--- src/rtl/hazard_ctrl.sv ---
// Pipeline hazard controller: load-use stalls, branch/jump flushes and memory-wait
// freezing with a timeout into an absorbing error state.
module hazard_ctrl #(
  parameter int unsigned TIMEOUT = 255
) (
  input  logic        clk,
  input  logic        rst,
  input  logic        id_valid,
  input  logic [4:0]  id_rs,
  input  logic [4:0]  id_rt,
  input  logic        id_uses_rt,
  input  logic [1:0]  id_jump,
  input  logic        ex_memread,
  input  logic [4:0]  ex_rd,
  input  logic        ex_branch_taken,
  input  logic        mem_req,
  input  logic        mem_ready,
  output logic        pc_we,
  output logic        ifid_we,
  output logic        idex_we,
  output logic        exmem_we,
  output logic        ifid_flush,
  output logic        idex_bubble,
  output logic [1:0]  state,
  output logic        mem_timeout,
  output logic [15:0] stall_cycles
);

  typedef enum logic [1:0] {
    RUN      = 2'b00,
    MEM_WAIT = 2'b01,
    LU_STALL = 2'b10,
    ERROR    = 2'b11
  } state_t;

  localparam logic [7:0] TIMEOUT_CNT = 8'(TIMEOUT);

  state_t     cur_state;
  state_t     nxt_state;
  logic [7:0] wait_cnt;
  logic [7:0] wait_inc;
  logic       mem_stall;
  logic       load_use;

  assign state     = cur_state;
  assign mem_stall = mem_req & ~mem_ready;
  assign load_use  = id_valid & ex_memread & (ex_rd != 5'd0) &
                     ((ex_rd == id_rs) | (id_uses_rt & (ex_rd == id_rt)));
  assign wait_inc  = wait_cnt + 8'd1;

  always_ff @(posedge clk or posedge rst) begin
    if (rst) begin
      cur_state <= RUN;
    end else begin
      cur_state <= nxt_state;
    end
  end

  always_comb begin
    nxt_state = cur_state;
    case (cur_state)
      RUN: begin
        if (mem_stall)                        nxt_state = MEM_WAIT;
        else if (load_use && !ex_branch_taken) nxt_state = LU_STALL;
        else                                   nxt_state = RUN;
      end
      LU_STALL: nxt_state = mem_stall ? MEM_WAIT : RUN;
      MEM_WAIT: begin
        if (!mem_stall)                   nxt_state = RUN;
        else if (wait_inc == TIMEOUT_CNT) nxt_state = ERROR;
        else                              nxt_state = MEM_WAIT;
      end
      default: nxt_state = ERROR;
    endcase
  end

  // Reset and ERROR force a drained pipeline; otherwise first matching priority wins.
  // The load-use hazard was already serviced by the stall cycle, so LU_STALL ignores it.
  always_comb begin
    pc_we       = 1'b1;
    ifid_we     = 1'b1;
    idex_we     = 1'b1;
    exmem_we    = 1'b1;
    ifid_flush  = 1'b0;
    idex_bubble = 1'b0;
    if (rst || cur_state == ERROR) begin
      pc_we       = 1'b0;
      ifid_we     = 1'b0;
      idex_we     = 1'b0;
      exmem_we    = 1'b0;
      ifid_flush  = 1'b1;
      idex_bubble = 1'b1;
    end else if (mem_stall) begin
      pc_we    = 1'b0;
      ifid_we  = 1'b0;
      idex_we  = 1'b0;
      exmem_we = 1'b0;
    end else if (ex_branch_taken) begin
      ifid_flush  = 1'b1;
      idex_bubble = 1'b1;
    end else if (load_use && cur_state != LU_STALL) begin
      pc_we       = 1'b0;
      ifid_we     = 1'b0;
      idex_bubble = 1'b1;
    end else if (id_jump != 2'b00) begin
      ifid_flush = 1'b1;
    end
  end

  // Wait counter is held at zero outside MEM_WAIT so every entry starts fresh.
  always_ff @(posedge clk or posedge rst) begin
    if (rst) begin
      wait_cnt <= 8'd0;
    end else if (cur_state != MEM_WAIT) begin
      wait_cnt <= 8'd0;
    end else if (mem_stall) begin
      wait_cnt <= wait_inc;
    end
  end

  always_ff @(posedge clk or posedge rst) begin
    if (rst) begin
      mem_timeout <= 1'b0;
    end else if (nxt_state == ERROR) begin
      mem_timeout <= 1'b1;
    end
  end

  always_ff @(posedge clk or posedge rst) begin
    if (rst) begin
      stall_cycles <= 16'd0;
    end else if (!pc_we && cur_state != ERROR && stall_cycles != 16'hFFFF) begin
      stall_cycles <= stall_cycles + 16'd1;
    end
  end

endmodule

--- config.mk ---
export PLATFORM = sky130hd
export DESIGN_NAME = hazard_ctrl
export DESIGN_NICKNAME = d
export VERILOG_FILES = /design/src/rtl/hazard_ctrl.sv
export SDC_FILE = /design/constraint.sdc
export NUM_CORES = 1
export LEC_CHECK = 0
export CAP_MARGIN = 25
export CORE_UTILIZATION = 40
export DETAILED_ROUTE_END_ITERATION = 12
export PLACE_DENSITY = 0.73
export SLEW_MARGIN = 20
export SYNTH_ARGS = -nofsm -noshare
export SYNTH_HDL_FRONTEND = slang
export SYNTH_SLANG_ARGS = --single-unit
--- constraint.sdc ---
create_clock -name clk -period 1.9 [get_ports clk]
set_input_delay 0.38 -clock clk [delete_from_list [all_inputs] [get_ports clk]]
set_output_delay 0.38 -clock clk [all_outputs]
set_load 0.005 [all_outputs]
==> flow_summary.toml, run 1 <==
[timing]
setup_viol = 4
fin_crit_ps = 2090
tightest_slew_ps = 362
fin_worst_skew_ps = 9.41
min_period_over_period_pct = 110
finalSetupTns_ps = -470
slew_violations = 0
fmax_ghz = 0.478
hold_viol_final = 0
max-slew-margin-rel_pct = 75.8
whs_ps = 369
rsz0062_at_grt = "true"
setup_slack_ps = -191

[power_and_ir_drop]
vdd_drop_max_uv = 443
p_int_mw = 1.16
netSwitchingFraction_pct = 30.1
pwr_density_cell_mw_per_mm2 = 643
seqPwrFrac_pct = 44.0
power_leakage_nw = 1.19
total_power_mw = 1.65
pwr-share-comb_pct = 35.6
clkPwrFrac_pct = 20.4
p_switching_uw = 498

[critical_path]
rr_worst_depth = 7
critical_path.endpoint = "ifid_flush"
rr_endpoint = "stall_cycles[10]"
r2r-start = "stall_cycles[8]"
path_class = "primary input to output port"
end_kind = "output port"
critPathArrivalTime_ps = 1710
startpoint = "ex_rd[2]"
cp_max_fo = 4
r2r_slack_ps = 50
cp-start-kind = "primary input"
cp.required_ps = 1520

[synthesis]
ys.flop_type = "dfrtp_1"
avgSynthCellArea_um2 = 10.2
yosysSeqAreaShare_pct = 40.3
yosys-top-cells-count = "27 x dfrtp_1, 24 x xor2_1, 15 x nand2_1"
syn-instance-count = 164
synthArstFlopShare_pct = 100
synth-edff-count = 0
syn_nets = 192
ys_warn_count = 0
synth_area_mm2 = 0.00168
yosysMostFrequentCell = "dfrtp_1"
post_synth_num_cell_types = 37
ys_ff_latch = 27
synth_area_leaders = "dfrtp_1 40%, xor2_1 13%, xnor2_1 5.8%"
synth_top_area_share_pct = 40.3
synth_top_cell_by_area = "dfrtp_1"

[job]
cap_violations = 0

[layout]
area_growth_pct = 53.5
layout.nets = 271
drive_gt1_share_pct = 35.5
n_fill_cell = 317
fin_area_mm2 = 0.00257
final_util_pct = 64.3
finalNonFillerCells = 292
n_antenna_cell = 0

[drt]
drcViolationCount = 0
antenna_left = 0
via_per_inst = 5.06
vias = 1477
first_pass_iters = 4
drtIter0Drc = 104
routed_wl_um = 4110
post_drt_wl_per_cell_um = 14.1

[placement]
place_inst = 282
dp_hpwl_um = 2860
gp_congestion = 0.728
dpl-instance-area_mm2 = 0.00238
io_buffers = 49
dp_slack_ps = -974

[clocking]
numClockSinks = 27
cts_root_buffer = "clkbuf_8"
cts_tree = "yes"
clock_path_buffers = 2
hold_buffers = 0
cts_buffers = 3
clk_pin_slew_ps = 100
htreeDepth = 1
insertion_delay_ps = 280

[floorplan]
io_pins = 50
dieHeight_um = 66.7
dieArea_mm2 = 0.00445
std_cell_rows = 23
core_area_mm2 = 0.00400
start_util_pct = 41.9
die_w_um = 66.7

[grt]
grtUsageTotal_pct = 19.1
grt_max_degree = 28
grt-ovfl-total = 0
grt_pass1_wl_um = 6470
grt_pass1_vias = 1480
antenna_found_initial = 0

[outcome]
violations = "negative setup slack"
status = "complete, but fails checks"

[hold_path]
hp-class = "primary input to async pin"
registers in the layout, indices dropped and copies added, names as in the netlist:
register,cells
stall_cycles,16
state,2
wait_cnt,8
mem_timeout,1
placed cells by master, fill, tap and decap left out, types with 2 or more instances in the layout:
master and instances:
a21oi_1 3, and3_1 4, buf_2 7, buf_4 24
buf_6 10, clkbuf_2 6, clkbuf_8 3, clkdlybuf4s15_1 4
clkdlybuf4s50_1 26, dfrtp_1 27, dlygate4sd2_1 2, ha_1 3
mux2_4 2, nand2_1 13, nand2_2 2, nand2b_1 3
nand3_1 9, nand3_2 2, nand4_1 7, nor2_1 11
nor3_2 5, nor3_4 2, nor3b_2 2, nor4_1 2
nor4_4 3, o21a_1 2, xnor2_1 4, xnor2_2 7
xor2_1 24
cell type report:
class	instances	area [um^2]	area share (%)
multi-input combinational	128	1080	41.9
timing repair buffer	81	699	27.2
sequential	27	676	26.3
tap	50	62.6	2.43
clock buffer	4	45.0	1.75
inverter	2	11.3	0.438
layer usage:
metal	vias up	global-route usage, %	wire length (um)
met2	39	33.0	2060
met3	4	3.25	168
met4	0	5.05	39
li1	728	-	-
met1	706	24.5	1840
met5	-	0	0
cells by family after synthesis:
family | share of synthesized area [%]
simple gates | 27.0
xor+xnor | 18.3
flops | 40.3
compound gates | 7.02
buf+inv | 3.36
fa+ha+maj | 2.24
mux | 1.79
how the worst min path moves through the flow:
stage	end	slack, ps
floorplan	mem_timeout	280
global placement	mem_timeout	450
detailed placement	mem_timeout	470
CTS	stall_cycles[15]	380
global route	wait_cnt[7]	420
finish	stall_cycles[11]	370
repair_timing:
item,4_1_cts,5_1_grt
pin swaps,22,10
gates resized for setup,64,35
setup endpoints to repair,22,22
buffers inserted,3,5
power groups by stage:
stage               clock (mW)  sequential (mW)  combinational, mW
floorplan                    0            0.754              0.213
global placement             0            0.733              0.552
detailed placement           0            0.739              0.570
CTS                      0.341            0.728              0.570
global route             0.366            0.740              0.639
finish                   0.338            0.728              0.588
critical path, stage by stage:
cell and delay [ps]:
buf_6 90, or3_1 370, o311a_1 310, and2_4 160, o2bb2ai_2 110, a22oi_1 150, buf_2 140
(Power assumes the default switching activity.)
==> run 2, diff against run 1 <==
--- a/config.mk
+++ b/config.mk
@@ -6,9 +6,9 @@
 export NUM_CORES = 1
 export LEC_CHECK = 0
 export CAP_MARGIN = 25
-export CORE_UTILIZATION = 40
+export CORE_UTILIZATION = 42
 export DETAILED_ROUTE_END_ITERATION = 12
-export PLACE_DENSITY = 0.73
+export PLACE_DENSITY = 0.76
 export SLEW_MARGIN = 20
 export SYNTH_ARGS = -nofsm -noshare
 export SYNTH_HDL_FRONTEND = slang
==> run 2 against run 1 <==
Maximum frequency rose by 1.2%; total power fell by 4.1%; critical endpoint unchanged; the run still ends with negative setup slack left; sequential share of layout area rose by 0.59 points; clock skew fell by 7.8 ps; global-route usage rose by 0.23 points; non-clock buffer count fell by 5; sequential cell count did not move.
==> flow_summary.toml, run 2 (synthesized netlist as in run 1, its figures left out) <==
[power_and_ir_drop]
power_leakage_nw = 1.15
total_power_mw = 1.59
seqPwrFrac_pct = 47.3
pwr_density_cell_mw_per_mm2 = 631
p_switching_uw = 465
netSwitchingFraction_pct = 29.3
vdd_drop_max_uv = 278
clkPwrFrac_pct = 20.6
pwr-share-comb_pct = 32.1
p_int_mw = 1.12

[clocking]
hold_buffers = 0
insertion_delay_ps = 270
cts_tree = "yes"
htreeDepth = 1
cts_buffers = 3
cts_root_buffer = "clkbuf_8"
clk_pin_slew_ps = 90
numClockSinks = 27
clock_path_buffers = 2

[critical_path]
path_cells = "buf_6 -> or3_1 -> o311a_1 -> and2_4 -> o2bb2ai_2 -> a22oi_1 -> buf_2"
critPathBufInv = 2
end_kind = "output port"
critPathTopFamily = "compound AO/OA/AOI/OAI gates"
critPathArrivalTime_ps = 1690
cp_max_fo = 4
cp-start-kind = "primary input"
slowest_delay_ps = 350
r2r-start = "stall_cycles[8]"
rr_endpoint = "stall_cycles[13]"
rr_worst_depth = 7
r2r_slack_ps = 120
path_class = "primary input to output port"
cp.required_ps = 1520
crit_slowest_cell = "or3_1"

[timing]
tightest_slew_ps = 356
hold_viol_final = 0
setup_slack_ps = -166
slew_violations = 0
fin_crit_ps = 2070
max-slew-margin-rel_pct = 76.1
whs_ps = 374
min_period_over_period_pct = 109
rsz0062_at_grt = "true"
finalSetupTns_ps = -374
setup_viol = 4
fin_worst_skew_ps = 1.56
fmax_ghz = 0.484

[grt]
antenna_found_initial = 0
grt_pass1_vias = 1422
grt_pass1_wl_um = 6410
grtUsageTotal_pct = 19.4
grt_max_degree = 28
grt-ovfl-total = 0

[drt]
routed_wl_um = 3720
vias = 1455
drcViolationCount = 0
antenna_left = 0
drtIter0Drc = 44
first_pass_iters = 4
via_per_inst = 5.11
post_drt_wl_per_cell_um = 13.0

[layout]
drive_gt1_share_pct = 30.0
finalNonFillerCells = 285
area_growth_pct = 50.1
largest_reg_flops = 16
n_antenna_cell = 0
top_register = "stall_cycles"
layout.nets = 266
final_cell_mix = "27 x dfrtp_1, 26 x clkdlybuf4s50_1, 24 x xor2_1"
final_common_cell = "dfrtp_1"

[hold_path]
hp-class = "primary input to async pin"

[floorplan]
dieArea_mm2 = 0.00425
dieHeight_um = 65.2
core_area_mm2 = 0.00374
io_pins = 50
die_w_um = 65.2
start_util_pct = 44.8
std_cell_rows = 22

[placement]
io_buffers = 49
dp_hpwl_um = 2730
gp_congestion = 0.829
place_inst = 277
dp_slack_ps = -965

[job]
cap_violations = 0

[outcome]
violations = "negative setup slack"
status = "complete, but fails checks"
run 2: timing repair:
| item | CTS | global route |
|---|---|---|
| buffers inserted | 3 | 2 |
| pin swaps | 19 | 5 |
| setup endpoints to repair | 22 | 21 |
| resized for setup | 62 | 17 |
| cloned | 1 | 0 |
run 2: routing by layer:
metal	routed length (um)	global-route usage [%]	vias to the layer above
met4	49	7.34	0
met2	1880	32.7	42
met1	1650	24.9	690
li1	-	-	719
met5	0	0	-
met3	139	2.95	4
run 2: worst max-delay path by stage:
stage	cells past startpoint	slack, ps	from	endpoint
finish	7	-170	ex_rd[2]	ifid_flush
global route	7	-210	ex_rd[2]	ifid_flush
CTS	7	-180	ex_rd[2]	ifid_flush
detailed placement	7	-970	ex_rd[0]	ifid_flush
global placement	7	-930	ex_rd[0]	ifid_flush
floorplan	6	-50	ex_rd[0]	pc_we
run 2: per-stage QoR:
step | util [%] | area [um^2]
floorplan | - | 1680
global placement | 62.9 | 2350
detailed placement | 62.9 | 2350
CTS | 66.4 | 2480
global route | 67.2 | 2510
finish | 67.2 | 2510
run 2: final cells by class:
cell class | instances | area (um^2)
well taps | 48 | 60.1
clock inverters | 1 | 5.00
flip-flops and latches | 27 | 676
fillers | 298 | 1230
clock buffers | 3 | 41.3
repair buffers | 76 | 668
inverters | 2 | 11.3
multi-input cells | 128 | 1050
run 2: worst reg2reg max path, delay by kind of cell, from the launching register on:
kind	cells	cell delay [ps]
xor gates and xnor gates	1	150
DFF	1	400
and+or+nand+nor	5	900
buffers and inverters	1	200
run 2: power by group through the flow:
stage                     Combinational (mW)  Sequential (mW)  Clock [mW]
after global placement                 0.492            0.759           0
after global routing                   0.557            0.763       0.367
final                                  0.510            0.750       0.326
after CTS                              0.510            0.751       0.332
after detailed placement               0.505            0.762           0
after floorplan                        0.213            0.754           0
==> run 3, diff against run 2 <==
--- a/config.mk
+++ b/config.mk
@@ -6,6 +6,7 @@
 export NUM_CORES = 1
 export LEC_CHECK = 0
 export CAP_MARGIN = 25
+export CORE_MARGIN = 2
 export CORE_UTILIZATION = 42
 export DETAILED_ROUTE_END_ITERATION = 12
 export PLACE_DENSITY = 0.76
==> run 3 against run 2 <==
The flow still finishes with violations (negative setup slack); die area rose by 6.2%; critical path depth stayed put; sequential share of layout area shrank 0.84 points; setup slack got worse by 71 ps; wire length rose by 11%; via count is 1.0% higher; total power grew 4.2%; combinational power grew 10%; final area is 3.4% higher; clock power hardly changed; non-clock buffer count grew 4; worst hold slack worse by 23 ps; largest power group unchanged; highest routed layer unchanged.
==> flow_summary.toml, run 3 (synthesized netlist as in run 1, its figures left out) <==
[clocking]
cts_buffers = 3
insertion_delay_ps = 270
cts_root_buffer = "clkbuf_8"
clk_pin_slew_ps = 90
hold_buffers = 0
clock_path_buffers = 2
cts_tree = "yes"
numClockSinks = 27
htreeDepth = 1

[drt]
vias = 1470
post_drt_wl_per_cell_um = 14.2
first_pass_iters = 4
via_per_inst = 5.09
routed_wl_um = 4120
drcViolationCount = 0
drtIter0Drc = 73
antenna_left = 0

[placement]
dp_hpwl_um = 2730
io_buffers = 49
gp_congestion = 0.814

[timing]
min_period_over_period_pct = 112
slew_violations = 0
finalSetupTns_ps = -971
fin_worst_skew_ps = 4.68
fin_crit_ps = 2140
hold_viol_final = 0
max-slew-margin-rel_pct = 74.4
tightest_slew_ps = 385
fmax_ghz = 0.468
setup_slack_ps = -237
rsz0062_at_grt = "true"
setup_viol = 16

[layout]
drive_gt1_share_pct = 31.1
final_cell_mix = "27 x clkdlybuf4s50_1, 26 x dfrtp_1, 24 x xor2_1"
top_register = "stall_cycles"
layout.nets = 270
largest_reg_flops = 16
area_growth_pct = 55.3
final_common_cell = "clkdlybuf4s50_1"
n_antenna_cell = 0
final_util_pct = 69.5

[critical_path]
slowest_delay_ps = 370
cp.required_ps = 1520
r2r_slack_ps = 100
critPathArrivalTime_ps = 1760
end_kind = "output port"
path_cells = "buf_6 -> or3_1 -> o311a_1 -> and2_4 -> o2bb2ai_2 -> a22oi_1 -> buf_2"
cp_max_fo = 4
critPathBufInv = 2
critPathTopFamily = "compound AO/OA/AOI/OAI gates"
path_class = "primary input to output port"
cp-start-kind = "primary input"
startpoint = "ex_rd[1]"
crit_slowest_cell = "or3_1"
r2r-start = "stall_cycles[8]"

[hold_path]
hp-class = "primary input to async pin"

[floorplan]
core_area_mm2 = 0.00374
start_util_pct = 44.8
dieArea_mm2 = 0.00451
io_pins = 50
std_cell_rows = 22
die_w_um = 67.2
dieHeight_um = 67.2

[grt]
grt_pass1_vias = 1486
grt-ovfl-total = 0
grt_max_degree = 28
grtUsageTotal_pct = 18.2
grt_pass1_wl_um = 6420
antenna_found_initial = 0

[outcome]
status = "complete, but fails checks"
violations = "negative setup slack"

[power_and_ir_drop]
vdd_drop_max_uv = 295
total_power_mw = 1.65
pwr_density_cell_mw_per_mm2 = 635
power_leakage_nw = 1.15

[job]
cap_violations = 0
run 3: cell count changes in the layout (fill, tap and decap cells not counted), sizes merged:
cell / before / now
dlymetal6s2s: 1 / 0
dlygate4sd2: 6 / 11
buf: 34 / 38
clkbuf: 5 / 6
clkdlybuf4s15: 7 / 1
clkdlybuf4s50: 26 / 27
run 3: layer usage:
| metal | GRT usage, % | wire (um) | part of all wire (%) | vias up |
|---|---|---|---|---|
| met2 | 30.1 | 2150 | 52 | 34 |
| met3 | 3.00 | 156 | 3.8 | 4 |
| li1 | - | - | - | 724 |
| met5 | 0 | 0 | 0 | - |
| met4 | 6.38 | 61 | 1.5 | 0 |
| met1 | 24.0 | 1750 | 42 | 708 |
run 3: path summary, 6_finish.rpt:
kind                                     to  depth (start not counted)
max                              ifid_flush                          7
min                        stall_cycles[11]                          3
max reg2reg                 stall_cycles[3]                          7
min reg2reg                     mem_timeout                          1
max in group asynchronous          state[1]                          3
min in group clk                mem_timeout                          1
run 3: worst reg2reg max path, delay by kind of cell, from the launching register on:
kind	cells	cell delay (ps)
xor+xnor	1	160
buf+inv	1	260
flops	1	360
simple gates	5	900
run 3: per-stage QoR:
step                setup slack, ps  cell area (um^2)  std cells  hold slack (ps)
global route                   -267              2600        289              387
floorplan                     -53.1              1680        164              281
finish                         -237              2600        289              351
CTS                            -209              2420        282              368
detailed placement             -993              2350        277              465
global placement               -951              2350        277              457
run 3: layout make-up:
| type | instances | area, um^2 |
|---|---|---|
| Multi-Input combinational cell | 128 | 1100 |
| Tap cell | 48 | 60.1 |
| Clock inverter | 1 | 5.00 |
| Clock buffer | 3 | 41.3 |
| Fill cell | 294 | 1140 |
| Timing Repair Buffer | 80 | 708 |
| Inverter | 2 | 11.3 |
| Sequential cell | 27 | 677 |
run 3: repair_timing:
item / CTS / global route
pin swaps: 24 / 21
hold endpoints to repair: 0 / 0
setup endpoints to repair: 22 / 21
resized for setup: 56 / 29
setup buffers: 2 / 7
run 3: power breakdown:
part | total (mW) | leakage, nW | switching, mW | internal, mW
combinational | 0.561 | 0.766 | 0.210 | 0.351
clock | 0.329 | 0.0255 | 0.182 | 0.147
sequential | 0.763 | 0.361 | 0.111 | 0.652
total | 1.65 | 1.15 | 0.503 | 1.15
